$ cat src/rtl/mac_sequencer.sv
// mac_sequencer: drives an external MAC core through clear, feed and
// drain phases for one dot product, then holds the result for handoff.
module mac_sequencer #(
  parameter int MAX_LEN = 16,
  parameter int LEN_W   = 5
) (
  input  logic             clk,
  input  logic             reset,
  input  logic             start,
  input  logic [LEN_W-1:0] len,
  output logic             busy,
  input  logic             s_valid,
  output logic             s_ready,
  input  logic [7:0]       s_in,
  input  logic [7:0]       s_weight,
  output logic [7:0]       mac_in,
  output logic [7:0]       mac_weight,
  output logic             mac_reset,
  output logic             mac_oe,
  output logic             mac_forget,
  input  logic [7:0]       mac_out,
  output logic [7:0]       res_data,
  output logic             res_valid,
  input  logic             res_ready,
  output logic             len_err
);

  typedef enum logic [2:0] {
    IDLE,
    CLEAR,
    FEED,
    DRAIN,
    HOLD
  } state_t;

  localparam logic [LEN_W-1:0] MAXL = LEN_W'(MAX_LEN);
  localparam logic [LEN_W-1:0] ONE  = LEN_W'(1);

  state_t           state;
  state_t           nxt;
  logic [LEN_W-1:0] len_q;
  logic [LEN_W-1:0] cnt;
  logic [7:0]       res_q;
  logic             err_q;
  logic             accept;
  logic             over;
  logic             take;

  assign accept = (state == IDLE) && start;
  assign over   = len > MAXL;
  assign take   = (state == FEED) && s_valid;

  // State register; reset abandons any command in flight.
  always_ff @(posedge clk) begin
    if (!reset) state <= IDLE;
    else        state <= nxt;
  end

  // Command length, remaining count, captured result and sticky error.
  always_ff @(posedge clk) begin
    if (!reset) begin
      len_q <= '0;
      cnt   <= '0;
      res_q <= '0;
      err_q <= 1'b0;
    end else begin
      if (accept) begin
        len_q <= over ? MAXL : len;
        if (over) err_q <= 1'b1;
      end
      if (state == CLEAR) cnt <= len_q;
      else if (take && cnt != '0) cnt <= cnt - ONE;
      if (state == DRAIN) res_q <= mac_out;
    end
  end

  // Next-state decode.
  always_comb begin
    nxt = state;
    unique case (state)
      IDLE:  if (start) nxt = CLEAR;
      CLEAR: nxt = (len_q != '0) ? FEED : DRAIN;
      FEED:  if (s_valid && cnt == ONE) nxt = DRAIN;
      DRAIN: nxt = HOLD;
      HOLD:  if (res_ready) nxt = IDLE;
      default: nxt = IDLE;
    endcase
  end

  // Outputs are forced to their idle values while reset is held low.
  always_comb begin
    busy       = reset && (state != IDLE);
    s_ready    = reset && (state == FEED);
    mac_in     = (reset && take) ? s_in : 8'h00;
    mac_weight = (reset && take) ? s_weight : 8'h00;
    mac_reset  = !reset || (state == CLEAR);
    mac_oe     = reset && (state == DRAIN);
    mac_forget = 1'b0;
    res_valid  = reset && (state == HOLD);
    res_data   = reset ? res_q : 8'h00;
    len_err    = reset && err_q;
  end

endmodule

$ cat config.mk
export PLATFORM = sky130hd
export DESIGN_NAME = mac_sequencer
export DESIGN_NICKNAME = d
export VERILOG_FILES = /design/src/rtl/mac_sequencer.sv
export SDC_FILE = /design/constraint.sdc
export NUM_CORES = 1
export LEC_CHECK = 0
export CORE_ASPECT_RATIO = 1.75
export CORE_UTILIZATION = 24
export CTS_CLUSTER_SIZE = 14
export DETAILED_ROUTE_END_ITERATION = 10
export HOLD_SLACK_MARGIN = 0.12
export PLACE_DENSITY = 0.5
export SYNTH_ARGS = -nofsm -noshare
export SYNTH_HDL_FRONTEND = slang
export SYNTH_SLANG_ARGS = --single-unit
$ cat constraint.sdc
create_clock -name clk -period 2 [get_ports clk]
set_input_delay 0.5 -clock clk [delete_from_list [all_inputs] [get_ports clk]]
set_output_delay 0.5 -clock clk [all_outputs]
set_load 0.005 [all_outputs]
==> results.toml, run 1 <==
[status]
status = "complete, no violations"

[synthesis]
synthCells = 147
synth-simple-area-share_pct = 37.2
synthDistinctLibCells = 45
synth_compound_area_share_pct = 19.8
synth_area_um2 = 1250
synthXorXnorAreaFrac_pct = 0
synthArstFlopShare_pct = 0
synth_edf_count = 0
synth-seq-area-share_pct = 35.2
ys_warn_count = 0
ys_ff_latch = 22
avgSynthCellArea_um2 = 8.51
synth_nets = 183
synth_fa_ha_area_share_pct = 2.00
synth_top_family_by_area = "simple AND/OR/NAND/NOR gates"
synth-main-ff-cell = "dfxtp_1"
synth_mux_area_share_pct = 0

[floorplanning]
ios = 65
placementRows = 34
start_util_pct = 25.1
floorplan.core_area_um2 = 4980
die_y_um = 97.5
die_w_um = 56.6
die-area_um2 = 5520

[power_and_ir_drop]
p_seq_share_pct = 35.6
switching_share_pct = 28.5
pwr-share-clk_pct = 28.7
power.internal_mw = 1.06
p_sw_mw = 0.421
peakVddDrop_uv = 398
power_mw = 1.48
power_density_nw_per_um2 = 684
leakagePower_nw = 0.987
pwr-share-comb_pct = 35.8

[sta]
slew_violations = 0
whs_ns = 0.465
setup_slack_ns = 0.0371
worst_clock_skew_ns = 0.00637
rsz0062_at_grt = "false"
fmax_mhz = 509
final_min_period_over_clock_period_pct = 98.1
finalCriticalPeriod_ns = 1.96
finalSetupViolations = 0
hold_viol_final = 0

[clock_tree]
postCtsHoldBufs = 0
clkLatencyLatePin_ns = 0.27
cts_tree = "yes"
cts_sinks = 22
h-tree-depth = 1
cts.clk_slew.worst_paths_ns = 0.09
cts_root_buffer = "clkbuf_8"
numCtsBuffers = 3
clock_path_buffers = 2

[final_layout]
fin_nets = 265
layout_commonest_cell = "clkdlybuf4s50_1"
filler_cell_count = 513
layout_common_cells = "clkdlybuf4s50_1, dfxtp_1, buf_4, and3_1, buf_2"
layout-drive-gt1-share_pct = 24.6
syn_to_final_growth_pct = 72.8
n_antenna_cell = 0
seq_area_um2 = 444
multi_input_area_um2 = 758

[global_routing]
use_met3_pct = 1.73
grt_max_degree = 15
met2_usage_pct = 28.4
busiest_layer = "met2"
globalRouteOverflowTotal = 0
antenna_found_initial = 0
track_usage_pct = 15.0
grt_pass1_wl_um = 6720
grt_pass1_vias = 1470
met1_usage_pct = 15.8

[worst_hold_path]
min_path_type = "register to register"

[drt]
drc = 0
avgViaCountPerCell = 4.95
via_count = 1396
firstDrtPassIters = 4
routed_wl_um = 4020
drt-initial-drc-count = 13
wl_per_cell_um = 14.3
drtAntennaViolNets = 0

[setup_path]
cp-end-kind = "output pin"
critPathMaxFanout = 5
cp-start-kind = "input port"
critPathKind = "input port to output pin"
arrival_ns = 1.46
critPathRequiredTime_ns = 1.50

[place]
place_hpwl_um = 3050
io_buffers = 63
place.gp.congestion = 0.813
pre_cts_ws_ns = -0.514

[flow_run]
max_cap_viol_count = 0
[worst max-delay path: stages]
cell and delay, ns:
clkdlybuf4s15_1 0.18, and3b_2 0.23, buf_12 0.13, and3_1 0.16
dlygate4sd2_1 0.26
[registers in the layout, summed over array words and instances (netlist names)]
| register | cells |
|---|---|
| res_q | 8 |
| len_q | 5 |
| state | 3 |
| err_q | 1 |
| cnt | 5 |
[through the flow]
step | std cells | area, um^2 | util (%) | setup TNS (ns)
6_report | 282 | 2160 | 43.4 | 0
3_3_place_gp | 269 | 2030 | 40.8 | -12.42
2_1_floorplan | 147 | 1250 | - | 0
5_1_grt | 282 | 2160 | 43.4 | 0
4_1_cts | 280 | 2140 | 43.0 | 0
3_5_place_dp | 269 | 2030 | 40.8 | -12.62
[cells by family (layout without fill, tap and decap cells)]
group,count (synthesis),in the layout
buffers and inverters,16,97
AOI/OAI and AO/OA,32,32
and+or+nand+nor,74,74
adders and majority gates,2,2
other,1,1
DFF,22,22
[final timing paths]
kind / start / end / slack [ns] / cells after the start
worst max register to register: state[1] / res_q[6] / 0.31 / 6
worst min-delay path: err_q / err_q / 0.47 / 1
worst min register to register: err_q / err_q / 0.47 / 1
worst max-delay path: s_valid / mac_in[3] / 0.04 / 5
[layer usage]
| metal | share of wire [%] | vias up |
|---|---|---|
| met2 | 56 | 42 |
| met1 | 37 | 637 |
| met4 | 3.5 | 0 |
| met3 | 3.5 | 15 |
| met5 | 0 | - |
| li1 | - | 702 |
[final cells by class]
type | count | area share [%]
multi-input cells | 109 | 35.1
flip-flops and latches | 22 | 20.5
well taps | 54 | 3.13
clock buffers | 3 | 1.91
repair buffers | 88 | 37.1
clock inverters | 1 | 1.39
inverters | 5 | 0.868
[power groups by stage]
stage	logic [mW]	registers [mW]	clock network (mW)
2_1_floorplan	0.261	0.524	0
3_3_place_gp	0.479	0.532	0
3_5_place_dp	0.490	0.534	0
4_1_cts	0.522	0.525	0.433
5_1_grt	0.580	0.533	0.449
6_report	0.529	0.526	0.424
[repair_timing]
item	CTS	global route
gates resized for setup	79	2
endpoints found under the setup margin	30	15
gates cloned	3	0
buffers inserted	4	2
pin swaps	1	1
[cells in the mapped netlist, drive strengths merged (3+ instances only)]
library cell	instances	area [um^2]
dfxtp	22	440
and3	19	124
nand2	10	37.5
and2	9	56.3
nor2	8	30.0
o22a	8	70.1
a21boi	6	45.0
clkbuf	6	22.5
nand3b	6	45.0
buf	5	27.5
inv	5	18.8
a211oi	3	22.5
a21oi	3	15.0
nor3	3	15.0
nor4	3	18.8
(Power assumes the default switching activity.)
==> run 2: changes to the inputs <==
--- a/config.mk
+++ b/config.mk
@@ -6,11 +6,11 @@
 export NUM_CORES = 1
 export LEC_CHECK = 0
 export CORE_ASPECT_RATIO = 1.75
-export CORE_UTILIZATION = 24
+export CORE_UTILIZATION = 29
 export CTS_CLUSTER_SIZE = 14
 export DETAILED_ROUTE_END_ITERATION = 10
 export HOLD_SLACK_MARGIN = 0.12
-export PLACE_DENSITY = 0.5
+export PLACE_DENSITY = 0.59
 export SYNTH_ARGS = -nofsm -noshare
 export SYNTH_HDL_FRONTEND = slang
 export SYNTH_SLANG_ARGS = --single-unit
==> run 2 against run 1 <==
Against the previous run:
- setup slack better by 0.034 ns
- sequential cell count is the same
- combinational power shrank 3%
- utilization rose by 9.2 points
- sequential power about the same
- register-to-register slack better by 0.06 ns
- cell area up 1.0%
- non-clock buffer count grew 3
- clock power decreased by 1%
==> results.toml, run 2 (synthesis results as in run 1) <==
[clock_tree]
cts_tree = "yes"
postCtsHoldBufs = 0
numCtsBuffers = 3
clock_path_buffers = 2
h-tree-depth = 1
clkLatencyLatePin_ns = 0.27
cts_sinks = 22
cts_root_buffer = "clkbuf_8"
cts.clk_slew.worst_paths_ns = 0.08

[setup_path]
critPathMaxFanout = 5
critPathRequiredTime_ns = 1.50
cp-start-kind = "register"
cpPeakStageDelay_ns = 0.37
arrival_ns = 1.43
critPathKind = "register to output pin"
cp_slowest_cell = "dfxtp_4"
crit_chain = "and3b_2 > buf_6 > and3_1 > dlygate4sd2_1"
cp-end-kind = "output pin"

[floorplanning]
floorplan.core_area_um2 = 4150
die_y_um = 88.9
ios = 65
die-area_um2 = 4590
start_util_pct = 30.1
placementRows = 31
die_w_um = 51.7

[place]
dp.cells = 263
io_buffers = 63
place.gp.congestion = 0.881
place_hpwl_um = 3090
pre_cts_ws_ns = -0.497
placed_cell_area_um2 = 2010

[global_routing]
grt_max_degree = 15
track_usage_pct = 18.7
globalRouteOverflowTotal = 0
antenna_found_initial = 0
met1_usage_pct = 16.7
grt_pass1_wl_um = 6530
busiest_layer = "met2"
use_met3_pct = 3.40
grt_pass1_vias = 1408
met2_usage_pct = 41.1

[final_layout]
syn_to_final_growth_pct = 74.6
layout_common_cells = "clkdlybuf4s50_1, buf_4, dfxtp_1, and3_1, nand2_1"
largest_reg_flops = 8
fin_nets = 268
top_register = "res_q"
fin_cells = 280
multi_input_area_um2 = 756
layout_commonest_cell = "clkdlybuf4s50_1"
finalInstanceArea_um2 = 2180
seq_area_um2 = 448
layout-drive-gt1-share_pct = 22.9
reg_top3 = "res_q (8), cnt (5), len_q (5)"
n_antenna_cell = 0
filler_cell_count = 402

[drt]
drt-initial-drc-count = 40
routed_wl_um = 4180
wl_per_cell_um = 14.9
drc = 0
drtAntennaViolNets = 0
firstDrtPassIters = 4
avgViaCountPerCell = 5.09
via_count = 1424

[power_and_ir_drop]
leakagePower_nw = 0.975
peakVddDrop_uv = 427
power_density_nw_per_um2 = 669

[sta]
finalSetupViolations = 0
tightestPinTransition_ns = 0.503
slew_headroom_pct = 66.4
slew_violations = 0
finalCriticalPeriod_ns = 1.93
whs_ns = 0.470
worst_clock_skew_ns = 0.00286
rsz0062_at_grt = "false"
final_min_period_over_clock_period_pct = 96.5
hold_viol_final = 0
fin_tns_setup_ns = 0
fmax_mhz = 518
setup_slack_ns = 0.0710

[worst_hold_path]
min_path_type = "register to register"

[status]
status = "complete, no violations"

[flow_run]
max_cap_viol_count = 0
-- run 2: cell count changes in the layout (fill, tap and decap cells not counted), moves of 3 or more --
cell,change
buf_2,-11
buf_4,+3
clkdlybuf4s15_1,+7
clkbuf_2,+4
buf_6,+4
dfxtp_2,-3
-- run 2: report_power, final --
group          internal (mW)  switching (mW)  total [mW]  leakage [nW]
clock                  0.268           0.152       0.419        0.0357
sequential             0.487          0.0412       0.529         0.180
combinational          0.286           0.227       0.513         0.759
total                   1.04           0.420        1.46         0.975
-- run 2: cell type report --
class,count,share of cell area (%)
Clock buffer,3,1.89
Clock inverter,1,1.37
Inverter,5,0.859
Multi-Input combinational cell,109,34.6
Sequential cell,22,20.5
Tap cell,49,2.81
Timing Repair Buffer,91,38.0
-- run 2: path summary, 6_finish.rpt --
kind	start	endpoint	slack, ns	cells after the start
hold / removal	err_q	err_q	0.47	1
setup / recovery	state[0]	mac_weight[6]	0.07	4
hold reg to reg	err_q	err_q	0.47	1
setup reg to reg	cnt[0]	cnt[1]	0.37	5
-- run 2: metal layers --
metal  share of wire [%]  vias to the layer above  wire, um
met5                   0                        -         0
met4                0.60                        0        25
met3                 6.0                        3       252
met2                  60                       58      2520
met1                  33                      656      1380
li1                    -                      707         -
-- run 2: worst max-delay path: cells and delay by family (launching register included) --
kind | cells | cell delay (ns)
DFF | 1 | 0.37
and+or+nand+nor | 2 | 0.41
buffers and inverters | 2 | 0.38
-- run 2: repair_timing --
action	CTS	global route
setup buffers	8	1
gates cloned	4	0
endpoints found under the setup margin	30	6
pin swaps	1	0
gates resized for setup	64	7
-- run 2: through the flow --
step	power, mW	utilization (%)
3_3_place_gp	0.998	48.3
3_5_place_dp	1.01	48.3
4_1_cts	1.47	53.0
5_1_grt	1.54	52.6
2_1_floorplan	0.785	-
6_report	1.46	52.6
==> run 3: changes to the inputs <==
--- a/config.mk
+++ b/config.mk
@@ -5,12 +5,15 @@
 export SDC_FILE = /design/constraint.sdc
 export NUM_CORES = 1
 export LEC_CHECK = 0
+export CELL_PAD_IN_SITES_DETAIL_PLACEMENT = 1
+export CELL_PAD_IN_SITES_GLOBAL_PLACEMENT = 1
 export CORE_ASPECT_RATIO = 1.75
-export CORE_UTILIZATION = 29
+export CORE_UTILIZATION = 27
 export CTS_CLUSTER_SIZE = 14
 export DETAILED_ROUTE_END_ITERATION = 10
 export HOLD_SLACK_MARGIN = 0.12
-export PLACE_DENSITY = 0.59
+export PLACE_DENSITY = 0.75
+export SETUP_SLACK_MARGIN = 0.4
 export SYNTH_ARGS = -nofsm -noshare
 export SYNTH_HDL_FRONTEND = slang
 export SYNTH_SLANG_ARGS = --single-unit
==> run 3 against run 2 <==
Against the previous run:
- first-iteration DRC count is 43% lower
- final cell count rose by 6.4%
- clock skew increased by 0.0045 ns
- total power increased by 16%
- critical path depth rose by 1
- count of clock-buffer cells in the layout unchanged
- sequential power grew 2%
- utilization increased by 5.3 points
- non-clock buffer count increased by 16
- sequential share of layout area decreased by 3.0 points
- largest cell class unchanged
- setup slack gained 0.0057 ns
- combinational power rose by 70%
==> results.toml, run 3 (synthesis results as in run 1) <==
[status]
status = "complete, no violations"

[setup_path]
crit_family = "simple AND/OR/NAND/NOR gates"
cpPeakStageDelay_ns = 0.35
arrival_ns = 1.42
cp-end-kind = "output pin"
cp_slowest_cell = "dfxtp_2"
r2r_cells = 10
endpoint = "mac_in[3]"
crit_chain = "and3b_2 > buf_12 > buf_6 > and3_4 > buf_6"
regToRegSetupSlack_ns = 0.16
crit_start = "state[0]"
crit_path_frequent_cell = "buf_6"
critPathMaxFanout = 6
critPathKind = "register to output pin"
r2r-end = "len_q[1]"
critPathRequiredTime_ns = 1.50
rr_startpoint = "state[0]"
cp-start-kind = "register"
path_buf_inv = 3
critical_path_depth = 5

[drt]
drtAntennaViolNets = 0
wl_per_cell_um = 20.6
avgViaCountPerCell = 5.43
drc = 0
drt-initial-drc-count = 23
firstDrtPassIters = 4
routed_wl_um = 6140
via_count = 1619

[power_and_ir_drop]
pwr-share-clk_pct = 17.1
leakagePower_nw = 1.09
power.internal_mw = 1.12
power_density_nw_per_um2 = 660
p_seq_share_pct = 31.6
peakVddDrop_uv = 605
power_mw = 1.70
pwr-share-comb_pct = 51.3
switching_share_pct = 34.0
p_sw_mw = 0.578

[final_layout]
top_register = "res_q"
layout_commonest_cell = "clkdlybuf4s50_1"
fin_nets = 285
reg_top3 = "res_q (8), cnt (5), len_q (5)"
syn_to_final_growth_pct = 106
largest_reg_flops = 8
n_antenna_cell = 0
layout_common_cells = "clkdlybuf4s50_1, buf_6, buf_4, dfxtp_1, and3_4"
layout-drive-gt1-share_pct = 50.2

[global_routing]
track_usage_pct = 26.5
use_met3_pct = 3.65
antenna_found_initial = 0
met2_usage_pct = 51.5
grt_pass1_wl_um = 9280
grt_max_degree = 18
grt_pass1_vias = 1805
met1_usage_pct = 24.3
globalRouteOverflowTotal = 0
busiest_layer = "met2"

[sta]
rsz0062_at_grt = "true"
hold_viol_final = 0
fmax_mhz = 520
finalSetupViolations = 0
final_min_period_over_clock_period_pct = 96.2
slew_violations = 0
worst_clock_skew_ns = 0.00737
setup_slack_ns = 0.0767
finalCriticalPeriod_ns = 1.92

[floorplanning]
die-area_um2 = 4920
start_util_pct = 28.2
die_y_um = 92.1
placementRows = 32
die_w_um = 53.5
ios = 65
floorplan.core_area_um2 = 4440

[clock_tree]
clkLatencyLatePin_ns = 0.28
cts.clk_slew.worst_paths_ns = 0.08
clock_path_buffers = 2
cts_sinks = 22
postCtsHoldBufs = 0
h-tree-depth = 1
numCtsBuffers = 3
cts_tree = "yes"
cts_root_buffer = "clkbuf_8"

[place]
place.gp.congestion = 0.800
place_hpwl_um = 3270
pre_cts_ws_ns = -0.518
io_buffers = 63

[worst_hold_path]
min_path_type = "register to register"

[flow_run]
max_cap_viol_count = 0
## run 3: timing repair
action,in CTS,in global routing
pin swaps,22,22
setup endpoints to repair,34,43
setup buffers,21,4
gates cloned,3,1
resized for setup,185,22
## run 3: power groups by stage
stage          registers [mW]  logic [mW]  clock network [mW]
2_1_floorplan           0.524       0.263                   0
3_3_place_gp            0.532       0.481                   0
3_5_place_dp            0.535       0.506                   0
4_1_cts                 0.532       0.742               0.282
5_1_grt                 0.541       0.921               0.309
6_report                0.537       0.872               0.290
## run 3: how the worst min path moves through the flow
stage / depth (start not counted) / end / start
6_report: 1 / err_q / err_q
5_1_grt: 1 / err_q / err_q
4_1_cts: 1 / err_q / err_q
3_5_place_dp: 1 / err_q / err_q
3_3_place_gp: 1 / err_q / err_q
2_1_floorplan: 1 / err_q / err_q
## run 3: layout make-up
class                   count  area [um^2]
inverters                   5         31.3
multi-input cells         110          917
clock buffers               3         41.3
well taps                  51         63.8
repair buffers            107         1070
fillers                   482         1870
flip-flops and latches     22          452
## run 3: stage by stage
| step | cells | setup TNS, ns | hold slack [ns] | instance area (um^2) | util [%] |
|---|---|---|---|---|---|
| after detailed placement | 266 | -13.43 | 0.461 | 2040 | 46.0 |
| after global routing | 298 | 0 | 0.515 | 2570 | 57.9 |
| after global placement | 266 | -13.06 | 0.440 | 2040 | 46.0 |
| after CTS | 293 | 0 | 0.481 | 2470 | 55.7 |
| after floorplan | 147 | 0 | 0.432 | 1260 | - |
| final | 298 | 0 | 0.467 | 2570 | 57.9 |
## run 3: worst register-to-register path, stage by stage (launching register included)
cell	delay, ns
dfxtp_2	0.35
buf_4	0.13
buf_6	0.11
buf_6	0.12
buf_12	0.13
buf_8	0.12
buf_6	0.11
nor4b_4	0.26
buf_4	0.18
nand3b_1	0.11
a21boi_2	0.16
## run 3: per-layer routing
layer / wire length (um) / share of wire, %
met1: 1910 / 31
met3: 214 / 3.5
met4: 285 / 4.6
met2: 3730 / 61
met5: 0 / 0
